### src/rtl/riscv_imem_loader.sv
// riscv_imem_loader: length-prefixed byte stream to instruction memory writer, holds core in reset until loaded
module riscv_imem_loader #(
  parameter int N_WORDS = 64,
  parameter int AW = $clog2(N_WORDS)
) (
  input  logic          clk,
  input  logic          rst,
  input  logic          in_valid,
  input  logic [7:0]    in_data,
  output logic          in_ready,
  output logic          mem_we,
  output logic [AW-1:0] mem_addr,
  output logic [31:0]   mem_wd,
  output logic          core_rst,
  output logic          done,
  output logic          err
);
  typedef enum logic [2:0] {LEN0, LEN1, DATA, WRITE, DONE, ERR} state_t;
  state_t state;
  logic [15:0] cnt, wcnt, cnt_full;
  logic [1:0] bcnt;
  logic [31:0] word;
  assign cnt_full = {in_data, cnt[7:0]};
  always_ff @(posedge clk) begin
    if (rst) begin
      state <= LEN0;
      cnt <= '0;
      wcnt <= '0;
      bcnt <= '0;
      word <= '0;
    end else begin
      case (state)
        LEN0: if (in_valid) begin
          cnt[7:0] <= in_data;
          state <= LEN1;
        end
        LEN1: if (in_valid) begin
          cnt[15:8] <= in_data;
          state <= cnt_full == 16'd0 ? DONE : 32'(cnt_full) > 32'(N_WORDS) ? ERR : DATA;
        end
        DATA: if (in_valid) begin
          // little-endian: each new byte enters at the top, so byte 0 ends up in [7:0]
          word <= {in_data, word[31:8]};
          bcnt <= bcnt + 2'd1;
          if (bcnt == 2'd3) state <= WRITE;
        end
        WRITE: begin
          wcnt <= wcnt + 16'd1;
          state <= wcnt + 16'd1 == cnt ? DONE : DATA;
        end
        default: ;
      endcase
    end
  end
  assign in_ready = state == LEN0 || state == LEN1 || state == DATA;
  assign mem_we = state == WRITE;
  assign mem_addr = wcnt[AW-1:0];
  assign mem_wd = word;
  assign core_rst = state != DONE;
  assign done = state == DONE;
  assign err = state == ERR;
endmodule

### config.mk
export PLATFORM = sky130hd
export DESIGN_NAME = riscv_imem_loader
export DESIGN_NICKNAME = d
export VERILOG_FILES = /design/src/rtl/riscv_imem_loader.sv
export SDC_FILE = /design/constraint.sdc
export NUM_CORES = 1
export LEC_CHECK = 0
export BUFFER_PORTS_ARGS = -buffer_cell sky130_fd_sc_hd__buf_2
export CAP_MARGIN = 15
export CORE_MARGIN = 2
export CORE_UTILIZATION = 26
export DETAILED_ROUTE_END_ITERATION = 16
export GPL_ROUTABILITY_DRIVEN = 0
export MAX_ROUTING_LAYER = met4
export PLACE_DENSITY = 0.45
export SLEW_MARGIN = 20
export SYNTH_ARGS = -nofsm -noshare
export SYNTH_HDL_FRONTEND = slang
export SYNTH_SLANG_ARGS = --single-unit
### constraint.sdc
create_clock -name clk -period 4.4 [get_ports clk]
set_clock_uncertainty 0.1 [all_clocks]
set_input_delay 0.88 -clock clk [delete_from_list [all_inputs] [get_ports clk]]
set_output_delay 0.88 -clock clk [all_outputs]
set_load 0.02 [all_outputs]
# Word-level counts from Yosys, hierarchy flattened
# Cells that the tools add are included.
# classes
add_sub_neg,2
n_lt_le_gt_ge,1
eq_ne,12
mux,8
n_reduce_logical,9
# ops
operator,count
3-bit two-way mux,7
"16-bit by 1-bit adder with 16-bit output, second input constant",1
16-bit == test,1
"16-bit by 7-bit > comparator with 1-bit output, second input constant",1
16-bit zero test,1
3-bit case mux with 4 select lines,1
"2-bit != test, second input constant",4
"3-bit by 2-bit == test with 1-bit output, second input constant",2
"3-bit == test, second input constant",2
2-bit AND reduction,3
5-bit AND reduction,1
4-bit nonzero test,1
"3-bit by 1-bit == test with 1-bit output, second input constant",1
3-bit zero test,1
"3-bit != test, second input constant",1
"2-bit by 1-bit adder with 2-bit output, second input constant",1
"2-bit == test, second input constant",1
1-bit logical OR,2
# word_totals
ff_bits,69
input_bits,11
out_inout_bits,43
wordCells,38

# Logic depth before layout (Yosys ltp)
# Gate-level depths: netlist of the first run.
# depth
depth_word,5
ltp_mapped,7
depth_no_buf,7

# Least setup slack after synthesis of the first run
# Ideal clock, no wire load.
# synth_timing
path_kind,reg-to-reg
start,register wcnt[0]
end,register state[1]
setup_time_ns,0.116
t_arrival_ns,2.046
required_ns,4.184
path_slack_ns,2.138
stages_incl_launch_ff,8
n_path_buf,0
synth_period_minus_slack_ns,2.262
path_cell_list,dfxtp_1 -> ha_1 -> nand3_4 -> or2_1 -> or4b_1 -> a221oi_2 -> nand4_1 -> o211a_1
# synth_via
elab_chain_len,4
# synth_lines
item,line,rtl
from (decl),20,"logic [15:0] cnt, wcnt, cnt_full;"
from (signal assigned),48,wcnt <= wcnt + 16'd1;
16-bit by 1-bit adder with 16-bit output,49,state <= wcnt + 16'd1 == cnt ? DONE : DATA;
16-bit == test,49,
3-bit two-way mux,49,
3-bit case mux with 4 select lines,32,case (state)
to (signal assigned),39,state <= cnt_full == 16'd0 ? DONE : 32'(cnt_full) > 32'(N_WORDS) ? ERR : DATA;
to (signal assigned),49,
to (decl),19,state_t state;
# Every way passes these cells.
# A chain may end at the register's enable or synchronous reset.

# Worst setup path in the final report of the first run
# layout_timing
start,register state[0]
end,output mem_we
# layout_via
elab_chain_len,1
# layout_lines
item,line,rtl
3-bit by 2-bit == test with 1-bit output,56,assign mem_we = state == WRITE;
to (decl),11,"output logic mem_we,"
# Every way passes these cells.

==> results.toml, run 1 <==
[route]
ant_nets = 0
drtIter0Drc = 77
drc = 0
vias = 2779
drtPass1Iterations = 4
wl_per_cell_um = 13.8
viasPerCell = 4.68
wirelength_um = 8220

[yosys]
synthTopCellsByCount = "nand2_1, dfxtp_1, a21oi_1"
async_flop_share_pct = 0
yosysUniqueCellTypes = 44
yosysSeqAreaShare_pct = 43.5
synth_area_um2 = 3170
synth-edff-count = 0
ys.warnings.count = 0
synth-seq-cells = 69
yosysTopAreaCellShare_pct = 43.5
synth_nets = 416
synthFlopType = "dfxtp_1"
synth_cells = 403
synth_top_area_cell = "dfxtp_1"
avgSynthCellArea_um2 = 7.88
yosys-top-cells-area = "dfxtp_1, nand2_1, a21oi_1, xnor2_1, xor2_1"
yosysMostFrequentCell = "nand2_1"

[grt]
antenna_found_initial = 0
overflow = 0
grt_max_degree = 41
grt_pass1_vias = 2713
grt_usage_pct = 13.8
grt_pass1_wl_um = 13700

[sta]
hold_violations = 0
max_freq_ghz = 0.367
period_minus_slack_ns = 2.72
worst_slack_ns = 1.68
relSlewSlack_pct = 38.1
rsz0062_at_grt = "false"
setup_violations = 0
final-max-slew-violation-count = 0
finalCritPeriodShare_pct = 61.9
fin_setup_tns_ns = 0
holdWs_ns = 0.351
worst_pin_slew_ns = 0.921

[power_and_ir_drop]
p_leak_nw = 1.46
clkPwrFrac_pct = 50.6
p_int_mw = 1.11
power_frac_seq_pct = 44.2
p_sw_mw = 0.353
powerDensity_nw_per_um2 = 383
combPwrFrac_pct = 5.1
ir_worst_vdd_v = 0.000161
switching_share_pct = 24.1

[floorplan]
core_um2 = 12000
start_util_pct = 26.5
pin_count = 54
die_w_um = 114
fp.dieArea_um2 = 13100
fp.dieH_um = 114
rows = 40

[cts]
cts_buffers = 9
clk_pin_slew_worst_paths_ns = 0.06
cts_buffer_depth = 2
tritoncts = "done"
clock_latency_ns = 0.34
ctsResizeCount = 0
postCtsSetupRepairBufs = 0
cts_sinks = 69
ctsHoldBuffers = 0
cts-root-buf = "clkbuf_16"
htree_levels = 3

[layout]
fillers = 1289
drive_gt1_share_pct = 18.1
fin_area_um2 = 3820
area_delta_synth_final_pct = 20.3
final_nets = 455
diodes = 0

[worst_setup_path]
cp.arrival_ns = 1.74
path_cells = "nand3b_1, inv_1, buf_2"
end_kind = "primary output"
path_max_fanout = 10
crit_family = "flip-flops"
r2r_cells = 7
critical-path-max-stage-delay_ns = 0.53
path_class = "reg2out"
critPathLaunchType = "flop"
required_ns = 3.42
ff2ff_setup_slack_ns = 1.92
r2r_start = "wcnt[0]$_SDFFE_PP0P_"
crit_path_top_delay_cell = "dfxtp_1"
cp_num_buf_inv = 2
reg2reg_to = "state[1]$_SDFFE_PP0P_"

[place]
io_buffers = 53
dp_hpwl_um = 5930
post-place-ws_ns = 1.93
placed_area_um2 = 3510

[hold_path]
hold_start = "mem_wd[1]$_SDFFE_PP0P_"
whs_path_depth = 2
whs_endpoint = "mem_wd[1]$_SDFFE_PP0P_"
hold_class = "reg2reg"

[flow_run]
maxCapViolations = 0

[status]
status = "completed"
[routing by layer]
| metal | GRT usage, % | vias up | routed length (um) |
|---|---|---|---|
| met5 | - | - | 0 |
| met4 | 6.34 | 0 | 183 |
| met3 | 2.96 | 15 | 312 |
| met2 | 20.7 | 57 | 3680 |
| met1 | 17.6 | 1287 | 4040 |
| li1 | - | 1420 | - |
[cells in the final DEF (no fill, tap or decap), types with 2 or more instances in the layout]
| cell | count |
|---|---|
| nand2_1 | 113 |
| nand3_1 | 8 |
| nand3b_1 | 4 |
| o21ai_0 | 4 |
| nand2b_1 | 4 |
| a211o_1 | 2 |
| clkinvlp_4 | 2 |
| buf_4 | 3 |
| clkbuf_16 | 9 |
| a211oi_1 | 4 |
| nor2b_1 | 2 |
| xor2_1 | 16 |
| nor2_1 | 25 |
| ha_1 | 2 |
| inv_1 | 3 |
| a21oi_1 | 56 |
| buf_2 | 53 |
| nor3_1 | 5 |
| nand4_1 | 5 |
| mux2i_1 | 3 |
| and2_1 | 2 |
| xnor2_1 | 20 |
| dfxtp_1 | 69 |
| nor4_1 | 6 |
| a31oi_1 | 2 |
| inv_6 | 4 |
[stage by stage]
step                      std cells  util (%)  power [mW]
after floorplan                 403         -       0.709
after global placement          578      29.4       0.735
after detailed placement        578      29.4       0.736
after CTS                       594      31.9        1.49
after global routing            594      31.9        1.52
final                           594      31.9        1.46
[tightest hold or removal path, cell delays in order (launching register included)]
cell and delay [ns]:
dfxtp_1 0.30, nand2_1 0.05, a21oi_1 0.05
[sequential cells by signal, indices dropped and copies added, names as in the netlist]
name	flops
mem_wd	32
state	3
cnt	16
wcnt	16
bcnt	2
[cell families after synthesis]
family	Yosys count	share of synthesized area [%]
AO/OA/AOI/OAI	73	12.9
adder cells (fa/ha/maj)	2	0.788
AND/OR/NAND/NOR	189	27.2
XOR/XNOR	36	9.93
flip-flops	69	43.5
multiplexers	3	0.946
buffers and inverters	31	4.73
[power groups by stage]
stage                     Clock, mW  Combinational, mW  Sequential, mW
final                         0.740             0.0753           0.646
after CTS                     0.765             0.0766           0.646
after global placement            0             0.0750           0.660
after global routing          0.793             0.0844           0.647
after floorplan                   0             0.0549           0.654
after detailed placement          0             0.0763           0.660
[worst max path at each step]
| stage | startpoint | cells after the start | slack, ns | endpoint |
|---|---|---|---|---|
| finish | state[0]$_SDFFE_PP0P_ | 3 | 1.68 | mem_we |
| global route | state[0]$_SDFFE_PP0P_ | 3 | 1.53 | mem_we |
| CTS | state[0]$_SDFFE_PP0P_ | 3 | 1.67 | mem_we |
| detailed placement | wcnt[0]$_SDFFE_PP0P_ | 7 | 1.93 | state[1]$_SDFFE_PP0P_ |
| global placement | wcnt[0]$_SDFFE_PP0P_ | 7 | 2.00 | state[1]$_SDFFE_PP0P_ |
| floorplan | wcnt[0]$_SDFFE_PP0P_ | 7 | 2.14 | state[1]$_SDFFE_PP0P_ |
[final cells by class]
class / count / area (um^2) / share of cell area [%]
clock inverter: 7 / 80.1 / 2.10
tap: 147 / 184 / 4.82
inverter: 3 / 11.3 / 0.295
timing repair buffer: 56 / 288 / 7.54
multi-input combinational: 303 / 1650 / 43.2
sequential: 69 / 1380 / 36.2
clock buffer: 9 / 225 / 5.90
No activity file was read; power rests on OpenSTA's default activity.
==> inputs of run 2 (changes only) <==
--- a/config.mk
+++ b/config.mk
@@ -5,6 +5,7 @@
 export SDC_FILE = /design/constraint.sdc
 export NUM_CORES = 1
 export LEC_CHECK = 0
+export ABC_AREA = 1
 export BUFFER_PORTS_ARGS = -buffer_cell sky130_fd_sc_hd__buf_2
 export CAP_MARGIN = 15
 export CORE_MARGIN = 2
@@ -12,7 +13,7 @@
 export DETAILED_ROUTE_END_ITERATION = 16
 export GPL_ROUTABILITY_DRIVEN = 0
 export MAX_ROUTING_LAYER = met4
-export PLACE_DENSITY = 0.45
+export PLACE_DENSITY = 0.46
 export SLEW_MARGIN = 20
 export SYNTH_ARGS = -nofsm -noshare
 export SYNTH_HDL_FRONTEND = slang
==> constraint.sdc (replaced) <==
create_clock -name clk -period 2.46 [get_ports clk]
set_clock_uncertainty 0.1 [all_clocks]
set_input_delay 0.492 -clock clk [delete_from_list [all_inputs] [get_ports clk]]
set_output_delay 0.492 -clock clk [all_outputs]
set_load 0.02 [all_outputs]
==> run 2 against run 1 <==
First-iteration DRC count is 83% higher. Critical endpoint unchanged. Total power is 92% higher. Non-clock buffer count is 1 higher. Final cell count is 22% higher. Critical path type unchanged. Synthesized area is 5.9% higher. Global-route usage is 0.72 points higher. Sequential power is 87% higher.
==> results.toml, run 2 <==
[route]
wl_per_cell_um = 12.7
ant_nets = 0
vias = 3228
drc = 0
drtIter0Drc = 141
drtPass1Iterations = 4
wirelength_um = 9210
viasPerCell = 4.46

[sta]
period_minus_slack_ns = 2.21
max_freq_ghz = 0.452
worst_pin_slew_ns = 0.621
fin_setup_tns_ns = 0
final-max-slew-violation-count = 0
rsz0062_at_grt = "false"
setup_violations = 0
finalCritPeriodShare_pct = 90.0
relSlewSlack_pct = 58.6
hold_violations = 0

[yosys]
yosysUniqueCellTypes = 28
ys.warnings.count = 0
async_flop_share_pct = 0
yosysMostFrequentCell = "nor2_1"
synth_cells = 503
avgSynthCellArea_um2 = 6.68
synth_top_area_cell = "dfxtp_1"
synth_nets = 516
yosysTopAreaCellShare_pct = 41.1
synthFlopType = "dfxtp_1"
synth-seq-cells = 69
yosysSeqAreaShare_pct = 41.1
yosys-top-cells-area = "dfxtp_1, nor2_1, nand2_1, o21ai_0, inv_1"
synthTopCellsByCount = "nor2_1, nand2_1, dfxtp_1"
synth-edff-count = 0
synth_area_um2 = 3360

[worst_setup_path]
end_kind = "primary output"
ff2ff_setup_slack_ns = 0.39
path_class = "reg2out"
required_ns = 1.87
cp.arrival_ns = 1.62
path_max_fanout = 22
critPathLaunchType = "flop"

[power_and_ir_drop]
p_sw_mw = 0.732
combPwrFrac_pct = 10.7
switching_share_pct = 26.1
powerDensity_nw_per_um2 = 693
p_int_mw = 2.08
power_frac_seq_pct = 43.2
power_mw = 2.81
ir_worst_vdd_v = 0.000301
p_leak_nw = 2.00
clkPwrFrac_pct = 46.0

[layout]
fin_cells = 723
final_nets = 559
largest_register_ffs = 32
area_delta_synth_final_pct = 20.7
drive_gt1_share_pct = 15.1
layout_commonest_cell = "nor2_1"
final_cell_mix = "nor2_1, nand2_1, dfxtp_1, o21ai_0, inv_1"

[place]
io_buffers = 53
dp_hpwl_um = 6420
dp_cells = 707

[cts]
clk_pin_slew_worst_paths_ns = 0.06
cts_buffer_depth = 2
cts_buffers = 9
postCtsSetupRepairBufs = 0
tritoncts = "done"
clock_latency_ns = 0.33
htree_levels = 3
cts_sinks = 69
cts-root-buf = "clkbuf_16"

[grt]
overflow = 0
grt_pass1_vias = 3104
antenna_found_initial = 1
grt_max_degree = 63
grt_usage_pct = 14.5
grt_pass1_wl_um = 15700

[floorplan]
fp.dieArea_um2 = 13900
die_w_um = 118
start_util_pct = 26.6
rows = 41
pin_count = 54
core_um2 = 12600
fp.dieH_um = 118

[status]
status = "completed"

[flow_run]
maxCapViolations = 0

[hold_path]
hold_class = "in2reg"
## run 2: worst paths after layout
check                   startpoint                 endpoint  cells after the start
max reg2reg   wcnt[0]$_SDFFE_PP0P_    state[2]$_SDFFE_PP0P_                     13
min                     in_data[5]  mem_wd[29]$_SDFFE_PP0P_                      3
max          state[1]$_SDFFE_PP0P_                   mem_we                      6
min reg2reg   cnt[12]$_SDFFE_PP0P_     cnt[12]$_SDFFE_PP0P_                      2
## run 2: layout make-up
class                           instances  area (um^2)
Timing Repair Buffer                   57          308
Tap cell                              172          215
Inverter                               61          229
Fill cell                            1387         8560
Clock buffer                           11          243
Sequential cell                        69         1380
Antenna cell                            1         2.50
Multi-Input combinational cell        348         1630
Clock inverter                          4         48.8
## run 2: kinds of logic (layout without fill, tap and decap cells)
logic type / after synthesis / in the layout / synth area share [%]
buf+inv: 86 / 133 / 10.5
flops: 69 / 69 / 41.1
fa+ha+maj: 2 / 2 / 0.744
simple gates: 243 / 243 / 31.2
xor+xnor: 1 / 1 / 0.261
compound gates: 102 / 102 / 16.2
other cells: 0 / 1 / 0
## run 2: per-layer routing
metal | GRT usage, % | routed length, um | vias up
met2 | 22.5 | 4100 | 70
met3 | 4.51 | 524 | 8
li1 | - | - | 1712
met5 | - | 0 | -
met4 | 3.92 | 97 | 0
met1 | 18.2 | 4490 | 1438
## run 2: timing repair
item                                    4_1_cts  5_1_grt
endpoints found under the hold margin         0        0
endpoints found under the setup margin        0        1
hold buffers                                  0        0
gates resized for setup                       0        1
## run 2: power by group through the flow
stage                     Sequential [mW]  Combinational [mW]  Clock [mW]
final                                1.21               0.302        1.29
after CTS                            1.21               0.307        1.32
after global routing                 1.22               0.349        1.37
after global placement               1.24               0.305           0
after floorplan                      1.25               0.196           0
after detailed placement             1.24               0.306           0
## run 2: critical path: stages (launching register included)
cell     delay, ns
dfxtp_1       0.42
inv_1         0.06
nor2_1        0.13
inv_1         0.10
nor2_1        0.09
buf_4         0.27
buf_2         0.21
## run 2: metrics by stage
| step | utilization, % | setup WS, ns | hold WS, ns | cell area, um^2 |
|---|---|---|---|---|
| 3_3_place_gp | 29.8 | 0.406 | 0.362 | 3760 |
| 2_1_floorplan | - | 0.670 | 0.343 | 3360 |
| 6_report | 32.2 | 0.247 | 0.338 | 4060 |
| 3_5_place_dp | 29.8 | 0.355 | 0.364 | 3760 |
| 5_1_grt | 32.2 | 0.0556 | 0.349 | 4060 |
| 4_1_cts | 32.1 | 0.249 | 0.334 | 4050 |
==> inputs of run 3 (changes only) <==
--- a/config.mk
+++ b/config.mk
@@ -6,7 +6,7 @@
 export NUM_CORES = 1
 export LEC_CHECK = 0
 export ABC_AREA = 1
-export BUFFER_PORTS_ARGS = -buffer_cell sky130_fd_sc_hd__buf_2
+export BUFFER_PORTS_ARGS = -buffer_cell sky130_fd_sc_hd__buf_4
 export CAP_MARGIN = 15
 export CORE_MARGIN = 2
 export CORE_UTILIZATION = 26
==> run 3 against run 2 <==
Via count barely moved. Global-route usage is 0.21 points lower. Critical path depth is the same. Worst hold slack worse by 0.0097 ns. Non-clock buffer count is 1 lower. Fmax is 0.22% lower.
==> results.toml, run 3 (same netlist as run 2, synthesis figures left out) <==
[status]
status = "completed"

[cts]
tritoncts = "done"
clock_latency_ns = 0.33
ctsHoldBuffers = 0
clk_pin_slew_worst_paths_ns = 0.06
cts_sinks = 69
cts_buffers = 9
cts-root-buf = "clkbuf_16"
htree_levels = 3
ctsResizeCount = 0
cts_buffer_depth = 2
postCtsSetupRepairBufs = 0

[sta]
hold_violations = 0
setup_violations = 0
holdWs_ns = 0.328
worst_slack_ns = 0.242
max_freq_ghz = 0.451
period_minus_slack_ns = 2.22
relSlewSlack_pct = 34.0
final-max-slew-violation-count = 0
worst_pin_slew_ns = 0.989
rsz0062_at_grt = "false"
finalCritPeriodShare_pct = 90.2
fin_setup_tns_ns = 0

[power_and_ir_drop]
p_leak_nw = 2.00
ir_worst_vdd_v = 0.000300
power_mw = 2.86
powerDensity_nw_per_um2 = 684

[grt]
grt_usage_pct = 14.3
overflow = 0
grt_pass1_wl_um = 15600
antenna_found_initial = 0
grt_max_degree = 63
grt_pass1_vias = 3116

[floorplan]
fp.dieH_um = 118
start_util_pct = 26.6
pin_count = 54
core_um2 = 12600
rows = 41
die_w_um = 118
fp.dieArea_um2 = 13900

[layout]
seq_area_um2 = 1380
area_delta_synth_final_pct = 24.5
multi_input_area_um2 = 1630
largest_register_ffs = 32
fin_cells = 722
final_nets = 558
fin_area_um2 = 4190
fillers = 1412
diodes = 0
drive_gt1_share_pct = 14.9
final_cell_mix = "nor2_1, nand2_1, dfxtp_1, o21ai_0, inv_1"
layout_commonest_cell = "nor2_1"
final_core_util_pct = 33.2

[place]
dp_cells = 706
io_buffers = 53
dp_hpwl_um = 6480
post-place-ws_ns = 0.355
placed_area_um2 = 3890

[route]
vias = 3227
wirelength_um = 9370
drtIter0Drc = 122
wl_per_cell_um = 13.0
viasPerCell = 4.47
drc = 0
drtPass1Iterations = 4
ant_nets = 0

[worst_setup_path]
path_cells = "inv_1, nor2_1, inv_1, nor2_1, buf_4, buf_4"
end_kind = "primary output"
required_ns = 1.87
crit_family = "buffers and inverters"
cp.arrival_ns = 1.63
path_max_fanout = 22
path_class = "reg2out"
critical-path-max-stage-delay_ns = 0.42
crit_path_top_delay_cell = "dfxtp_1"
critPathLaunchType = "flop"
cp_num_buf_inv = 4

[flow_run]
maxCapViolations = 0

[hold_path]
hold_class = "in2reg"
## run 3: cell count changes in the layout (fill, tap and decap cells not counted)
| cell | previous run | this run |
|---|---|---|
| buf_4 | 3 | 55 |
| diode_2 | 1 | 0 |
| buf_2 | 53 | 0 |
| clkinvlp_4 | 0 | 2 |
| nor2_2 | 4 | 3 |
| clkinv_2 | 2 | 0 |
| clkbuf_8 | 1 | 0 |
| nor2_1 | 92 | 93 |
| inv_6 | 0 | 2 |
## run 3: metal layers
metal / routed length, um / vias to the layer above / track usage, %
li1: - / 1714 / -
met1: 4580 / 1419 / 18.6
met2: 4130 / 77 / 21.7
met3: 479 / 17 / 3.25
met4: 175 / 0 / 5.12
met5: 0 / - / -
## run 3: final timing paths
path	startpoint	to	slack (ns)	cells past startpoint
max	state[1]$_SDFFE_PP0P_	mem_we	0.24	6
min	rst	state[2]$_SDFFE_PP0P_	0.33	2
max reg2reg	wcnt[0]$_SDFFE_PP0P_	state[1]$_SDFFE_PP0P_	0.30	14
min reg2reg	cnt[12]$_SDFFE_PP0P_	cnt[12]$_SDFFE_PP0P_	0.37	2
## run 3: layout make-up
type / count / share of cell area, %
multi-input combinational: 348 / 38.9
sequential: 69 / 33.0
timing repair buffer: 56 / 10.3
clock buffer: 10 / 5.47
inverter: 61 / 5.47
tap: 172 / 5.14
clock inverter: 6 / 1.70
## run 3: report_power, final
part | internal (mW) | total [mW] | switching (mW)
Sequential | 1.17 | 1.22 | 0.0430
Clock | 0.795 | 1.33 | 0.533
Combinational | 0.117 | 0.320 | 0.203
